File: src/rtl/param_up_down_counter.sv
`default_nettype none
// ============================================================================
// Module   : param_up_down_counter
// Purpose  : Synchronous up/down counter with programmable width and modulus,
//            count enable, clamped parallel load and registered terminal count.
//            Define PARAM_COUNTER_SATURATE_EN to saturate at the boundaries
//            instead of wrapping.
// Revision : 1.0 - initial release
// ============================================================================
module param_up_down_counter #(
    parameter int WIDTH     = 4,
    parameter int MODULUS   = 16,
    parameter int RESET_VAL = 0
) (
    input  logic             clk,
    input  logic             reset_n,
    input  logic             en,
    input  logic             up_dn,
    input  logic             load,
    input  logic [WIDTH-1:0] load_val,
    output logic [WIDTH-1:0] q,
    output logic             tc,
    output logic             zero
);

    localparam logic [WIDTH-1:0] c_MAX = WIDTH'(MODULUS - 1);
    localparam logic [WIDTH-1:0] c_RST = WIDTH'(RESET_VAL);
    // One extra bit so MODULUS == 2**WIDTH is representable for the clamp test.
    localparam logic [WIDTH:0]   c_MOD = (WIDTH + 1)'(MODULUS);

    logic [WIDTH-1:0] r_q;
    logic             r_tc;
    logic [WIDTH-1:0] w_next_q;
    logic             w_next_tc;
    logic             w_load_ok;

    assign w_load_ok = ({1'b0, load_val} < c_MOD);

    always_comb begin
        w_next_q  = r_q;
        w_next_tc = 1'b0;
        if (load) begin
            w_next_q = w_load_ok ? load_val : c_MAX;
        end else if (en) begin
            if (up_dn) begin
                if (r_q == c_MAX) begin
`ifdef PARAM_COUNTER_SATURATE_EN
                    w_next_q  = c_MAX;
`else
                    w_next_q  = '0;
`endif
                    w_next_tc = 1'b1;
                end else begin
                    w_next_q = r_q + WIDTH'(1);
                end
            end else begin
                if (r_q == '0) begin
`ifdef PARAM_COUNTER_SATURATE_EN
                    w_next_q  = '0;
`else
                    w_next_q  = c_MAX;
`endif
                    w_next_tc = 1'b1;
                end else begin
                    w_next_q = r_q - WIDTH'(1);
                end
            end
        end
    end

    always_ff @(posedge clk or negedge reset_n) begin
        if (!reset_n) begin
            r_q  <= c_RST;
            r_tc <= 1'b0;
        end else begin
            r_q  <= w_next_q;
            r_tc <= w_next_tc;
        end
    end

    assign q    = r_q;
    assign tc   = r_tc;
    assign zero = (r_q == '0);

endmodule
`default_nettype wire

File: config.mk
export PLATFORM = sky130hd
export DESIGN_NAME = param_up_down_counter
export DESIGN_NICKNAME = d
export VERILOG_FILES = /design/src/rtl/param_up_down_counter.sv
export SDC_FILE = /design/constraint.sdc
export NUM_CORES = 1
export LEC_CHECK = 0
export ABC_AREA = 1
export CORE_AREA = 2 2 39 41
export CTS_CLUSTER_SIZE = 16
export DETAILED_ROUTE_END_ITERATION = 10
export DIE_AREA = 0 0 41 43
export GPL_TIMING_DRIVEN = 1
export PLACE_DENSITY = 0.69
export SLEW_MARGIN = 20
export SYNTH_ARGS = -nofsm -noshare
export SYNTH_HDL_FRONTEND = slang
export SYNTH_SLANG_ARGS = --single-unit
File: constraint.sdc
create_clock -name clk -period 1.64 [get_ports clk]
set_clock_uncertainty 0.2 [all_clocks]
set_input_delay 0.492 -clock clk [delete_from_list [all_inputs] [get_ports clk]]
set_output_delay 0.492 -clock clk [all_outputs]
set_load 0.02 [all_outputs]
==> results.py, run 1 <==
metrics = {
    "cts": {
        "cts_hold_buf": 0,
        "clk_pin_slew_ns": 0.04,
        "clkLatencyLatePin_ns": 0.24,
        "htree_levels": 1,
        "root_buffer": "clkbuf_4",
        "cts_tree": "yes",
        "clock-sinks": 5,
        "cts_buffers": 3,
        "clockBufferDepth": 2,
    },
    "pwr": {
        "finalPower_uw": 562,
        "leakage_uw": 0.000348,
        "p_per_area_nw_per_um2": 816,
        "ir_drop_mv": 0.298,
    },
    "global_route": {
        "grt_pass1_vias": 429,
        "track_usage_pct": 15.6,
        "grt_max_degree": 9,
        "grt_pass1_wl_um": 1770,
        "grt_remaining_overflow": 0,
        "antenna_found_initial": 0,
    },
    "finish": {
        "layout_commonest_cell": "buf_4",
        "drive_above_1_share_pct": 38.8,
        "stdcell_area_um2": 689,
        "final_nets": 97,
        "multiInputGateArea_um2": 239,
        "seq_area_um2": 128,
        "diodes": 0,
        "final_cell_mix": "15 x buf_4, 14 x nand2_1, 8 x clkdlybuf4s50_1",
        "fillers": 148,
        "area_growth_pct": 71.1,
    },
    "route": {
        "drc_errors": 0,
        "routedWlPerCell_um": 10.3,
        "routed_wl_um": 1050,
        "drt_pass1_iterations": 4,
        "drt-vias-per-instance": 4.46,
        "drtIter0Drc": 5,
        "vias": 450,
        "ant_nets": 0,
    },
    "synth": {
        "synth_cell_type_count": 17,
        "synth.top_cells.by_area": "dfrtp_1 31%, nand2_1 13%, inv_1 6.5%",
        "yosysTopAreaCellShare_pct": 31.1,
        "synth_fp_nets": 66,
        "ys_seq_area_share_pct": 31.1,
        "synth_area_leader_cell": "dfrtp_1",
        "syn_avg_cell_area_um2": 7.33,
        "syn-instance-count": 55,
        "ys_ff_latch": 5,
        "syn_area_um2": 403,
        "synth_warnings": 0,
    },
    "run": {
        "cap_violations": 0,
    },
    "floorplanning": {
        "die_area_um2": 1760,
        "io_pins": 15,
        "fp.dieW_um": 41,
        "die_h_um": 43,
        "initial_core_util_pct": 29.1,
        "rows": 14,
        "core_area_um2": 1380,
    },
    "setup_path": {
        "required_ns": 0.95,
        "crit_family": "flip-flops",
        "cp_cell_sequence": "inv_2 > ha_4 > inv_4 > nor3_4 > buf_6",
        "regToRegSetupSlack_ns": 0.08,
        "cp_num_buf_inv": 3,
        "start_kind": "flip-flop",
        "cp_max_fo": 2,
        "endpoint_kind": "output port",
        "r2r_end": "q[0]$_DFFE_PN0P_",
        "r2r_cells": 10,
        "worstPathArrival_ns": 1.17,
        "criticalPathCategory": "flip-flop to output port",
        "slowest_delay_ns": 0.40,
        "cpMaxStageDelayCell": "dfrtp_2",
        "worstReg2RegStart": "q[1]$_DFFE_PN0P_",
    },
    "sta": {
        "setup_viol": 2,
        "worst_slack_ns": -0.226,
        "period_needed_ns": 1.87,
        "rsz0062_at_grt": "yes",
        "slew_headroom_pct": 84.9,
        "hold_viol": 0,
        "drv_slew": 0,
        "max_clock_freq_mhz": 536,
        "max_slew.worst_pin.slew_ns": 0.226,
        "finalCritPeriodShare_pct": 114,
    },
    "placed_design": {
        "place_area_um2": 631,
        "portBuffers": 14,
        "hpwl_um": 827,
        "gp_congestion": 0.763,
    },
    "outcome": {
        "violations": "setup timing",
        "outcome": "complete, but fails checks",
    },
    "min_path": {
        "min_path_type": "primary input to async pin",
    },
}
## cell type report
class	instances	share of cell area [%]
Multi-Input combinational cell	39	34.7
Timing Repair Buffer	28	34.8
Inverter	9	5.26
Tap cell	16	2.90
Clock buffer	4	3.81
Sequential cell	5	18.5
## synth_stat cells (all sizes together)
cell     n
ha       2
buf      2
nand4    2
nand2   15
nand3    5
inv      9
xor2     2
a22oi    2
nor3     1
nor2     3
a21oi    2
o21ai    3
o221ai   1
dfrtp    5
or2      1
## state kept, by name, summed over array words and instances (netlist names)
signal  cells
q           4
tc          1
## where the power goes
part	total (µW)	internal (µW)	leakage [µW]	switching, µW
combinational	273	139	0.000274	134
clock	138	91.7	0.0000150	46.6
sequential	151	139	0.0000597	12.3
total	562	370	0.000348	192
## repair_timing
| item | in CTS | in global routing |
|---|---|---|
| buffers inserted | 4 | 3 |
| cloned | 0 | 0 |
| pin swaps | 1 | 1 |
| resized for setup | 24 | 6 |
| endpoints found under the setup margin | 6 | 7 |
## routing by layer
| layer | global-route usage, % | up-vias | part of all wire, % | wire length [µm] |
|---|---|---|---|---|
| li1 | - | 237 | - | - |
| met1 | 20.7 | 200 | 46 | 476 |
| met2 | 23.8 | 13 | 50 | 520 |
| met3 | 1.57 | 0 | 4.5 | 47 |
| met4 | 8.00 | 0 | 0 | 0 |
| met5 | 0 | - | 0 | 0 |
## logic make-up after synthesis
kind of cell | after synthesis | synth area share [%]
AOI/OAI and AO/OA | 8 | 12.1
DFF | 5 | 31.1
and+or+nand+nor | 27 | 32.3
xor gates and xnor gates | 2 | 4.35
buffers and inverters | 11 | 14.0
adders and majority gates | 2 | 6.21
## how the worst max path moves through the flow
stage                                 from  endpoint  slack, ns  cells after the start
final                     q[1]$_DFFE_PN0P_      zero      -0.23                      5
after global routing      q[0]$_DFFE_PN0P_      zero      -0.28                      5
after CTS                 q[1]$_DFFE_PN0P_      zero      -0.22                      5
after detailed placement  q[1]$_DFFE_PN0P_      zero      -0.50                      5
after global placement    q[1]$_DFFE_PN0P_      zero      -0.48                      5
after floorplan           q[0]$_DFFE_PN0P_      zero      -0.08                      4
## stage by stage
stage / hold WS, ns / TNS, ns / instances / worst slack (ns) / util, %
final: 0.275 / -0.230 / 101 / -0.226 / 49.8
after global routing: 0.289 / -0.347 / 101 / -0.282 / 49.8
after CTS: 0.273 / -0.465 / 101 / -0.224 / 49.0
after detailed placement: 0.478 / -1.75 / 93 / -0.500 / 45.6
after global placement: 0.474 / -1.66 / 93 / -0.481 / 45.6
after floorplan: -0.00359 / -0.0806 / 55 / -0.0806 / -
Power figures use the tool's default switching activity.
==> run 2: changes to the inputs <==
- PLACE_DENSITY: 0.69 -> unset
==> run 2 against run 1 <==
  * The flow still finishes with violations (setup timing)
  * Sequential share of layout area down 0.26 points
  * Total power about the same
  * Core utilization up 0.72 points
  * Routed wire length up 3.4%
  * Count of clock-buffer cells in the layout unchanged
  * Maximum frequency about the same
  * Non-clock buffer count up 1
  * First-iteration DRC count down 40%
  * Combinational power about the same
==> results.py, run 2 (same netlist as run 1, synthesis figures left out) <==
metrics = {
    "cts": {
        "cts_hold_buf": 0,
        "clock-sinks": 5,
        "clkLatencyLatePin_ns": 0.24,
        "htree_levels": 1,
        "cts_buffers": 3,
        "root_buffer": "clkbuf_4",
        "cts_tree": "yes",
        "clk_pin_slew_ns": 0.05,
        "clockBufferDepth": 2,
    },
    "route": {
        "routed_wl_um": 1080,
        "ant_nets": 0,
        "drt_pass1_iterations": 3,
        "vias": 464,
        "drtIter0Drc": 3,
        "routedWlPerCell_um": 10.6,
        "drt-vias-per-instance": 4.55,
        "drc_errors": 0,
    },
    "pwr": {
        "p_per_area_nw_per_um2": 805,
        "leakage_uw": 0.000367,
        "ir_drop_mv": 0.536,
    },
    "floorplanning": {
        "io_pins": 15,
        "die_area_um2": 1760,
        "rows": 14,
        "initial_core_util_pct": 29.1,
        "core_area_um2": 1380,
        "die_h_um": 43,
        "fp.dieW_um": 41,
    },
    "sta": {
        "setup_viol": 3,
        "finalCritPeriodShare_pct": 114,
        "period_needed_ns": 1.86,
        "slew_headroom_pct": 82.1,
        "holdWs_ns": 0.291,
        "drv_slew": 0,
        "max_slew.worst_pin.slew_ns": 0.267,
        "worst_slack_ns": -0.225,
        "hold_viol": 0,
        "max_clock_freq_mhz": 536,
        "rsz0062_at_grt": "yes",
    },
    "placed_design": {
        "gp_congestion": 0.687,
        "hpwl_um": 825,
        "dpl_worst_slack_ns": -0.504,
        "portBuffers": 14,
        "dp.cells": 92,
    },
    "global_route": {
        "track_usage_pct": 13.2,
        "antenna_found_initial": 0,
        "grt_remaining_overflow": 0,
        "grt_max_degree": 9,
        "grt_pass1_wl_um": 1590,
        "grt_pass1_vias": 402,
    },
    "setup_path": {
        "endpoint_kind": "output port",
        "slowest_delay_ns": 0.40,
        "start_kind": "flip-flop",
        "required_ns": 0.95,
        "criticalPathCategory": "flip-flop to output port",
        "cpMaxStageDelayCell": "dfrtp_2",
        "worstPathArrival_ns": 1.17,
        "cp_common_cell": "inv_2",
        "cp_cell_sequence": "inv_2 > ha_4 > inv_2 > nor3_4 > buf_6",
        "cp_max_fo": 2,
    },
    "finish": {
        "final_cell_mix": "15 x buf_4, 13 x nand2_1, 7 x clkdlybuf4s50_1",
        "diodes": 0,
        "largest_reg_flops": 4,
        "final_nets": 98,
        "area_growth_pct": 73.6,
        "drive_above_1_share_pct": 40.7,
        "layout_commonest_cell": "buf_4",
        "final_cells": 102,
    },
    "outcome": {
        "violations": "setup timing",
        "outcome": "complete, but fails checks",
    },
    "min_path": {
        "min_path_type": "primary input to async pin",
    },
    "run": {
        "cap_violations": 0,
    },
}
[run 2: stage by stage]
step	setup TNS, ns	power, µW	utilization, %	area [µm²]
floorplan	-0.0806	295	-	418
global placement	-1.74	394	45.0	623
detailed placement	-1.74	396	45.0	623
CTS	-0.290	547	47.5	657
global route	-0.465	606	50.5	699
finish	-0.311	563	50.5	699
[run 2: final cells by class]
| type | count | area, µm² |
|---|---|---|
| Fill cell | 149 | 684 |
| Inverter | 9 | 33.8 |
| Sequential cell | 5 | 128 |
| Tap cell | 16 | 20.0 |
| Multi-Input combinational cell | 39 | 244 |
| Timing Repair Buffer | 29 | 248 |
| Clock buffer | 4 | 26.3 |
[run 2: final timing paths]
path	start	slack [ns]	endpoint	depth (start not counted)
worst min-delay path	reset_n	0.29	tc$_DFF_PN0_	1
min in group clk	up_dn	0.50	tc$_DFF_PN0_	3
worst min register to register	q[2]$_DFFE_PN0P_	0.52	tc$_DFF_PN0_	4
max in group asynchronous	reset_n	0.71	q[1]$_DFFE_PN0P_	1
worst max register to register	q[0]$_DFFE_PN0P_	0.09	q[2]$_DFFE_PN0P_	7
worst max-delay path	q[0]$_DFFE_PN0P_	-0.22	zero	5
[run 2: worst max-delay path, delay by kind of cell, from the launching register on]
kind,cells,cell delay [ns]
flops,1,0.40
fa+ha+maj,1,0.14
buf+inv,3,0.26
simple gates,1,0.13
[run 2: layer usage]
layer | GRT usage (%) | share of wire (%) | vias up
met4 | 4.00 | 0 | 0
met1 | 17.3 | 42 | 212
met5 | 0 | 0 | -
li1 | - | - | 241
met2 | 20.6 | 54 | 11
met3 | 3.14 | 3.9 | 0
[run 2: repair_timing]
action / in CTS / in global routing
buffers inserted: 3 / 4
gates resized for setup: 25 / 6
pin swaps: 2 / 2
endpoints found under the setup margin: 6 / 7
[run 2: power by group]
group          internal (µW)  switching (µW)
combinational            138             133
sequential               139            13.4
clock                   91.9            48.2
total                    369             194
